### config.mk
export PLATFORM = sky130hd
export DESIGN_NAME = bcd_countdown_timer
export DESIGN_NICKNAME = d
export VERILOG_FILES = /design/src/rtl/clock_pkg.sv /design/src/rtl/bcd_digit_dec.sv /design/src/rtl/bcd_countdown_timer.sv
export SDC_FILE = /design/constraint.sdc
export NUM_CORES = 1
export LEC_CHECK = 0
export CAP_MARGIN = 20
export CELL_PAD_IN_SITES_DETAIL_PLACEMENT = 1
export CELL_PAD_IN_SITES_GLOBAL_PLACEMENT = 1
export CORE_MARGIN = 5
export CORE_UTILIZATION = 35
export CTS_CLUSTER_SIZE = 8
export DETAILED_ROUTE_END_ITERATION = 7
export GPL_TIMING_DRIVEN = 0
export PLACE_DENSITY_LB_ADDON = 0.25
export SLEW_MARGIN = 20
export SYNTH_ARGS = -nofsm -noshare
export SYNTH_HDL_FRONTEND = slang
export SYNTH_SLANG_ARGS = --single-unit
### constraint.sdc
create_clock -name clk -period 3.3 [get_ports clk]
set_clock_uncertainty 0.15 [all_clocks]
set_input_delay 0.66 -clock clk [delete_from_list [all_inputs] [get_ports clk]]
set_output_delay 0.66 -clock clk [all_outputs]
set_load 0.02 [all_outputs]
### src/rtl/clock_pkg.sv
// Shared definitions for the BCD HH:MM:SS clock blocks: digit limits,
// field positions inside the 24-bit packed time word, and the timer state type.
package clock_pkg;

    localparam logic [3:0] BCD_SEC_TENS_MAX = 4'd5;
    localparam logic [3:0] BCD_DIGIT_MAX    = 4'd9;
    localparam logic [3:0] BCD_HOUR_TENS_MAX = 4'd2;

    localparam int TIME_DIGITS = 6;
    localparam int TIME_W      = 4 * TIME_DIGITS;

    // Digit index inside the packed word; bit offset is index*4
    localparam int SEC_ONES  = 0;
    localparam int SEC_TENS  = 1;
    localparam int MIN_ONES  = 2;
    localparam int MIN_TENS  = 3;
    localparam int HOUR_ONES = 4;
    localparam int HOUR_TENS = 5;

    typedef enum logic [1:0] {
        IDLE    = 2'd0,
        RUN     = 2'd1,
        PAUSED  = 2'd2,
        EXPIRED = 2'd3
    } timer_state_t;

    // Value a digit takes when it borrows from zero
    function automatic logic [3:0] digit_wrap(input int idx);
        logic [3:0] w;
        case (idx)
            SEC_TENS, MIN_TENS: w = BCD_SEC_TENS_MAX;
            HOUR_TENS:          w = BCD_HOUR_TENS_MAX;
            default:            w = BCD_DIGIT_MAX;
        endcase
        return w;
    endfunction

    // Legal duration: all nibbles decimal, tens of sec/min below 6, hours bounded
    function automatic logic bcd_time_valid(input logic [TIME_W-1:0] v,
                                            input logic [7:0] max_hh);
        logic ok;
        ok = 1'b1;
        for (int i = 0; i < TIME_DIGITS; i++) begin
            if (v[i*4 +: 4] > BCD_DIGIT_MAX)
                ok = 1'b0;
        end
        if (v[SEC_TENS*4 +: 4] > BCD_SEC_TENS_MAX)
            ok = 1'b0;
        if (v[MIN_TENS*4 +: 4] > BCD_SEC_TENS_MAX)
            ok = 1'b0;
        if (v[HOUR_ONES*4 +: 8] > max_hh)
            ok = 1'b0;
        return ok;
    endfunction

endpackage

### src/rtl/bcd_digit_dec.sv
// One BCD digit of the countdown borrow chain: decrements when a borrow
// arrives and wraps to wrap_value when it is already zero.
module bcd_digit_dec (
    input  logic [3:0] digit,
    input  logic [3:0] wrap_value,
    input  logic       borrow_in,
    output logic [3:0] next_digit,
    output logic       borrow_out
);

    always_comb begin
        next_digit = digit;
        borrow_out = 1'b0;
        if (borrow_in) begin
            if (digit == 4'd0) begin
                next_digit = wrap_value;
                borrow_out = 1'b1;
            end else begin
                next_digit = digit - 4'd1;
            end
        end
    end

endmodule

### src/rtl/bcd_countdown_timer.sv
// BCD HH:MM:SS countdown timer with load validation, start/pause control,
// expiry pulse, sticky alarm and optional auto-reload of the last duration.
module bcd_countdown_timer
    import clock_pkg::*;
#(
    parameter bit         AUTO_RELOAD = 1'b0,
    parameter logic [7:0] MAX_HH      = 8'h23
) (
    input  logic        clk,
    input  logic        rst_n,
    input  logic        tick,
    input  logic        load,
    input  logic [23:0] load_val,
    input  logic        start,
    input  logic        pause,
    input  logic        ack,
    output logic [23:0] hexs,
    output logic        running,
    output logic        done,
    output logic        alarm,
    output logic        load_err
);

    timer_state_t state_reg, state_next;
    logic [23:0] hexs_reg, hexs_next;
    logic [23:0] reload_reg, reload_next;
    logic        running_reg, running_next;
    logic        done_reg, done_next;
    logic        alarm_reg, alarm_next;
    logic        load_err_reg, load_err_next;

    logic [23:0]            dec_val;
    logic [TIME_DIGITS:0]   borrow;
    logic                   hexs_zero;
    logic                   load_ok;
    logic                   at_last_second;

    assign borrow[0] = 1'b1;

    generate
        for (genvar gi = 0; gi < TIME_DIGITS; gi++) begin : g_digit
            bcd_digit_dec u_dec (
                .digit      (hexs_reg[gi*4 +: 4]),
                .wrap_value (digit_wrap(gi)),
                .borrow_in  (borrow[gi]),
                .next_digit (dec_val[gi*4 +: 4]),
                .borrow_out (borrow[gi+1])
            );
        end
    endgenerate

    // A borrow escaping the hour-tens digit means every digit was zero
    assign hexs_zero      = borrow[TIME_DIGITS];
    assign load_ok        = bcd_time_valid(load_val, MAX_HH);
    assign at_last_second = (hexs_reg == 24'h000001);

    always_comb begin
        state_next    = state_reg;
        hexs_next     = hexs_reg;
        reload_next   = reload_reg;
        done_next     = 1'b0;
        load_err_next = 1'b0;
        alarm_next    = alarm_reg;

        if (ack)
            alarm_next = 1'b0;

        // One strobe acts per cycle; ack's alarm clear above is never dropped
        if (load) begin
            if (load_ok) begin
                hexs_next   = load_val;
                reload_next = load_val;
                state_next  = IDLE;
                alarm_next  = 1'b0;
            end else begin
                load_err_next = 1'b1;
            end
        end else if (pause) begin
            if (state_reg == RUN)
                state_next = PAUSED;
        end else if (start) begin
            if ((state_reg == IDLE || state_reg == PAUSED) && !hexs_zero)
                state_next = RUN;
        end else if (ack) begin
            state_next = state_reg;
        end else if (tick && state_reg == RUN) begin
            if (at_last_second) begin
                done_next  = 1'b1;
                alarm_next = 1'b1;
                if (AUTO_RELOAD && reload_reg != 24'h000000) begin
                    hexs_next = reload_reg;
                end else begin
                    hexs_next  = 24'h000000;
                    state_next = EXPIRED;
                end
            end else begin
                hexs_next = dec_val;
            end
        end

        running_next = (state_next == RUN);
    end

    always_ff @(posedge clk or negedge rst_n) begin
        if (!rst_n) begin
            state_reg    <= IDLE;
            hexs_reg     <= 24'h000000;
            reload_reg   <= 24'h000000;
            running_reg  <= 1'b0;
            done_reg     <= 1'b0;
            alarm_reg    <= 1'b0;
            load_err_reg <= 1'b0;
        end else begin
            state_reg    <= state_next;
            hexs_reg     <= hexs_next;
            reload_reg   <= reload_next;
            running_reg  <= running_next;
            done_reg     <= done_next;
            alarm_reg    <= alarm_next;
            load_err_reg <= load_err_next;
        end
    end

    assign hexs     = hexs_reg;
    assign running  = running_reg;
    assign done     = done_reg;
    assign alarm    = alarm_reg;
    assign load_err = load_err_reg;

endmodule

==> results.md, run 1 <==
- Cells after Synth: 246
- Clock-pin transition on the worst setup and hold timing paths: ~0.070 ns
- Final Wtd Congestion: 0.904
- Post-Route WL: about 7000 um
- Post-CTS setup buffers: 0
- N_diodes: 0
- Die extent in x: around 87 um
- CP endpoint: hexs[4]$_DFFE_PN0P_
- GRT Total Usage: slightly below 20%
- CP Launch Point: hexs[9]$_DFFE_PN0P_
- Final WS setup: ~0.26 ns
- H-tree depth: 2
- Synth Area per Inst: 8.47 sq um
- Routed Antenna Nets: 0
- Clock sink count: 30
- Clock network power share: ~28%
- Slew HR: between 40 and 50%
- Share of cells above drive strength 1: under 10%
- Die ar.: between 0.007 and 0.008 sq mm
- Startpoint Class: flip-flop
- Area share of the largest cell type after synthesis: between 30% and 40%
- Crit Path Class: reg2reg
- Comb pwr share: a little over a third
- Reg-to-reg endpoint: hexs[4]$_DFFE_PN0P_
- Post-layout min period: a little over 3 ns
- Max VDD drop: between 0.2 and 0.25 mV
- Reg2reg start: hexs[9]$_DFFE_PN0P_
- Slew Limit Fails: 0
- Fin. Hold Viols: 0
- Status: finished, final reports clean
- Critical path, cell by cell: inv_1, ha_1, nor3b_1, nand4_1, nor2_1, clkbuf_2, a211oi_1, a211oi_1, a21oi_1
- Min-delay worst type: in2async
- Cell taking the most area after synthesis: dfrtp_1
- PortBufs: 58
- Met2 Use GR: approximately a third
- Final hold slack: roughly 0.13 ns
- I/O pin count: between 50 and 60
- Static leakage: around 1.2 nW
- Slew @ Worst Pin: 0.819 ns
- Post-synthesis sequential area ratio: between 30% and 40%
- Data required, critical path: 3.30 ns
- Unique masters post-synth: 44
- Seq cells post-synth: 30
- # DRC: 0
- Sequential Power Share: between 30% and 40%
- Sw frac: roughly a third
- Most common cell in the netlist: dfrtp_1
- Slowest stage delay, CP: 0.48 ns
- Number of flip-flops in the largest register: 24
- P_int: ~0.83 mW
- Post-synth EDFFs: 0
- Worst-Skew Late Latency: around 0.28 ns
- Share of flip-flops with an asynchronous set or reset: 100%
- Filler cell count: around 710
- Top post-synthesis cells by count: 30 x dfrtp_1, 29 x a21oi_1, 21 x nor2_1, 19 x o21ai_0, 18 x inv_1
- R2r setup slk: roughly 0.26 ns
- NetSw: 0.440 mW
- Setup WS pre-CTS: ~0.039 ns
- Cells on worst reg2reg path: 9
- Post-Syn Nets: about 290
- Core area: between 0.005 and 0.006 sq mm
- Fmax: 329 MHz
- Setup TNS after final layout: 0 ns
- Clock root buffer: clkbuf_8
- Longest Clk Path Bufs: 2
- TritonCTS clock tree: built
- CTS Hold Bufs: 0
- Pwr Density: 440 mW/mm^2
- Initial Util: between 30 and 40%
- Global route hottest layer: met2
- DRT Pass-1 Iters: 4
- Utilization after layout: between 40 and 50%
- DR vias: around 2,200
- Vias in the first global route: around 2,300
- Worst-path fanout max: 10
- Slowest cell on the critical path: nor2_1
- Largest net degree at the start of global routing: 19
- Iteration-0 DRC count of the detailed router: 106
- Max_cap viols: 0
- Routing usage on met1: 26.1%
- CP arrival: 3.04 ns
- GRT overflow: 0
- Vias/cell: roughly 5.6
- Post-CTS resize count: 0
- Final nets: around 350
- P&R area growth vs syn: 38.8%
- Chip height: 87.2 um
- Syn. warnings: 0
- Most used cell, CP: a211oi_1
- CP endpoint kind: flip-flop
- Met3 GRT Util: about 3.2%
- Wire per inst: approximately 18 um
- RSZ-0062 raised after global routing: false
- Setup-failing EPs final: 0
- Initial antenna violation count: 0
- First-pass GRT wire length: roughly 12,000 um
- Final Cycle Share: roughly 92%
- Mapped Area: between 0.002 and 0.0025 sq mm
- Top cells by area, synth: dfrtp_1 36%, a21oi_1 7.0%, ha_1 6.0%, o21ai_0 4.6%, nor3_1 4.1%
- Floorplan row count: 28
- CTS buffer count: 5
- HPWL after detailed placement: 5450 um
- Dominant synthesized flop cell: dfrtp_1
[final cells by class]
type                       instances  area, sq um  share of cell area [%]
inverter                          18         67.6                    2.34
buffer                            12         53.8                    1.86
clock buffer                       8          110                    3.81
tap                               75         93.8                    3.24
multi-input combinational        186         1210                    42.0
sequential                        30          751                    26.0
timing repair buffer              59          603                    20.8
[layout by cell type (no fill, tap or decap), types with 6 or more instances in the layout]
master / n
inv_1: 18
dfrtp_1: 30
a21oi_1: 29
nor3_1: 17
o21ai_0: 19
nor3b_1: 6
ha_1: 10
clkbuf_1: 9
clkdlybuf4s50_1: 57
nand2_1: 10
o31ai_1: 9
nor2_1: 21
a211oi_1: 6
clkbuf_8: 8
[layer usage]
| metal | vias to the layer above | routed length, um |
|---|---|---|
| met3 | 4 | 300 |
| met4 | 0 | 44 |
| li1 | 1049 | - |
| met5 | - | 0 |
| met1 | 1086 | 3290 |
| met2 | 43 | 3380 |
[cells by family after synthesis]
| group | count (synthesis) | synth area share [%] |
|---|---|---|
| mux | 6 | 3.12 |
| buf+inv | 30 | 5.76 |
| simple gates | 85 | 23.0 |
| compound gates | 85 | 26.1 |
| flops | 30 | 36.0 |
| fa+ha+maj | 10 | 6.00 |
[through the flow]
stage | power (mW) | cells | area [sq um]
finish | 1.27 | 388 | 2890
global route | 1.35 | 388 | 2890
CTS | 1.29 | 388 | 2890
detailed placement | 0.923 | 380 | 2780
global placement | 0.910 | 379 | 2760
floorplan | 0.719 | 246 | 2080
[power by group through the flow]
stage | registers (mW) | clock network (mW) | logic, mW
2_1_floorplan | 0.506 | 0 | 0.213
3_3_place_gp | 0.466 | 0 | 0.444
3_5_place_dp | 0.467 | 0 | 0.456
4_1_cts | 0.460 | 0.366 | 0.462
5_1_grt | 0.470 | 0.374 | 0.504
6_report | 0.459 | 0.355 | 0.458
[worst max-delay path, delay by kind of cell, from the launching register on]
family	cells	cell delay [ns]
and+or+nand+nor	3	1.18
buffers and inverters	2	0.49
AOI/OAI and AO/OA	3	0.43
DFF	1	0.40
adders and majority gates	1	0.25
[worst min-delay path by stage]
| stage | end | slack [ns] | depth (start not counted) |
|---|---|---|---|
| floorplan | alarm$_DFF_PN0_ | 0.21 | 0 |
| global placement | alarm$_DFF_PN0_ | 0.36 | 2 |
| detailed placement | alarm$_DFF_PN0_ | 0.37 | 2 |
| CTS | hexs[5]$_DFFE_PN0P_ | 0.14 | 1 |
| global route | hexs[14]$_DFFE_PN0P_ | 0.15 | 1 |
| finish | hexs[1]$_DFFE_PN0P_ | 0.13 | 1 |
Power figures use the tool's default switching activity.
==> run 2, diff against run 1 <==
--- a/config.mk
+++ b/config.mk
@@ -8,7 +8,6 @@
 export CAP_MARGIN = 20
 export CELL_PAD_IN_SITES_DETAIL_PLACEMENT = 1
 export CELL_PAD_IN_SITES_GLOBAL_PLACEMENT = 1
-export CORE_MARGIN = 5
 export CORE_UTILIZATION = 35
 export CTS_CLUSTER_SIZE = 8
 export DETAILED_ROUTE_END_ITERATION = 7
==> results.md, run 2 (synthesized netlist as in run 1, its figures left out) <==
- Critical path, cell by cell: clkdlybuf4s50_1, clkbuf_1, clkbuf_1, clkbuf_1, a21oi_1, mux2i_1
- Floorplan row count: 27
- Fin cells: 385
- DP Area: ~0.0028 sq mm
- Wire per inst: 17.7 um
- Chip height: 79.2 um
- Clock root buffer: clkbuf_8
- Slowest stage delay, CP: 0.61 ns
- CP delay by family, top: buffers and inverters
- Final Wtd Congestion: 0.834
- Iteration-0 DRC count of the detailed router: 98
- CP endpoint kind: flip-flop
- GRT overflow: 0
- I/O pin count: around 60
- Crit Path Class: in2reg
- Share of cells above drive strength 1: 6.39%
- Final Cycle Share: between 90% and 100%
- Routed Antenna Nets: 0
- Slew HR: a little under three fifths
- P&R area growth vs syn: 38.2%
- Core area: 0.00561 sq mm
- DRT Pass-1 Iters: 4
- PortBufs: between 50 and 60
- H-tree depth: 2
- Die extent in x: between 70 and 80 um
- Pwr Density: ~450 mW/mm^2
- Status: finished, final reports clean
- N_diodes: 0
- Final nets: between 300 and 400
- First-pass GRT wire length: 11,400 um
- TritonCTS clock tree: built
- Startpoint Class: primary input
- Clock-pin transition on the worst setup and hold timing paths: approximately 0.07 ns
- CTS Hold Bufs: 0
- RSZ-0062 raised after global routing: false
- Max VDD drop: 0.194 mV
- Worst-Skew Late Latency: roughly 0.29 ns
- Max_cap viols: 0
- Most used cell, CP: clkbuf_1
- Fin. Hold Viols: 0
- Finished Cell Area: about 0.0029 sq mm
- Slowest cell on the critical path: clkdlybuf4s50_1
- Initial antenna violation count: 0
- Utilization after layout: between 50% and 60%
- CP arrival: 3.05 ns
- Placed Cells: 377
- Post-layout min period: 2.99 ns
- Worst-path fanout max: 10
- Setup TNS after final layout: 0 ns
- Setup-failing EPs final: 0
- Vias in the first global route: 2,295
- Longest Clk Path Bufs: 2
- HPWL after detailed placement: between 5000 and 6000 um
- Post-Route WL: between 6000 and 7000 um
- # DRC: 0
- CTS buffer count: 5
- GRT Total Usage: 23.5%
- CP Buf/Inv Count: 4
- Post-CTS setup buffers: 0
- Initial Util: between 30% and 40%
- DR vias: 2,213
- Most common cell after layout, fill and taps aside: clkdlybuf4s50_1
- Static leakage: about 1.2 nW
- Number of flip-flops in the largest register: 24
- Vias/cell: between 5 and 6
- Min-delay worst type: in2async
- Slew @ Worst Pin: ~0.62 ns
- Slew Limit Fails: 0
- Fmax: approximately 330 MHz
- Data required, critical path: between 3 and 4 ns
- Largest net degree at the start of global routing: 31
- Die ar.: around 0.0063 sq mm
- Post-CTS resize count: 0
- Clock sink count: 30
- Commonest non-fill, non-tap cells in the layout: 57 x clkdlybuf4s50_1, 30 x dfrtp_1, 29 x a21oi_1
## run 2: changes by cell type in the layout (fill, tap and decap cells not counted), sizes merged
cell    before  now
clkinv       0    2
clkbuf      18   15
bufinv       0    1
## run 2: final cells by class
type	instances	area, sq um
fillers	687	2730
multi-input cells	186	1210
flip-flops and latches	30	751
repair buffers	59	596
well taps	72	90.1
clock buffers	5	68.8
inverters	18	67.6
plain buffers	12	53.8
clock inverters	3	40.0
## run 2: worst reg2reg max path: cells and delay by family (launching register included)
family	cells	cell delay, ns
and+or+nand+nor	3	1.16
buffers and inverters	2	0.49
DFF	1	0.40
muxes	1	0.28
adders and majority gates	1	0.20
AOI/OAI and AO/OA	1	0.13
## run 2: report_power, final
part           total, mW  switching (mW)  internal [mW]
registers          0.461          0.0506          0.411
logic              0.452           0.243          0.209
clock network      0.376           0.154          0.222
total               1.29           0.447          0.842
## run 2: final timing paths
kind,slack (ns),cells past startpoint,start,endpoint
setup / recovery,0.31,6,load,hexs[17]$_DFFE_PN0P_
min in group clk,0.39,2,alarm$_DFF_PN0_,alarm$_DFF_PN0_
setup reg to reg,0.37,8,hexs[16]$_DFFE_PN0P_,hexs[16]$_DFFE_PN0P_
hold / removal,0.17,2,rst_n,alarm$_DFF_PN0_
max in group asynchronous,2.66,2,rst_n,hexs[4]$_DFFE_PN0P_
hold reg to reg,0.39,2,alarm$_DFF_PN0_,alarm$_DFF_PN0_
## run 2: stage by stage
| stage | power, mW | worst slack (ns) | hold WS, ns |
|---|---|---|---|
| floorplan | 0.719 | 0.697 | 0.214 |
| global placement | 0.905 | 0.00720 | 0.354 |
| detailed placement | 0.920 | 0.0475 | 0.384 |
| CTS | 1.30 | 0.182 | 0.166 |
| global route | 1.37 | 0.0978 | 0.177 |
| finish | 1.29 | 0.311 | 0.166 |
## run 2: routing by layer
layer  vias to the layer above  wire length [um]  global-route usage, %
li1                       1045                 -                      -
met1                      1088              3100                   30.0
met2                        67              3270                   40.0
met3                        13               338                   4.14
met4                         0               121                   7.45
met5                         -                 0                      0
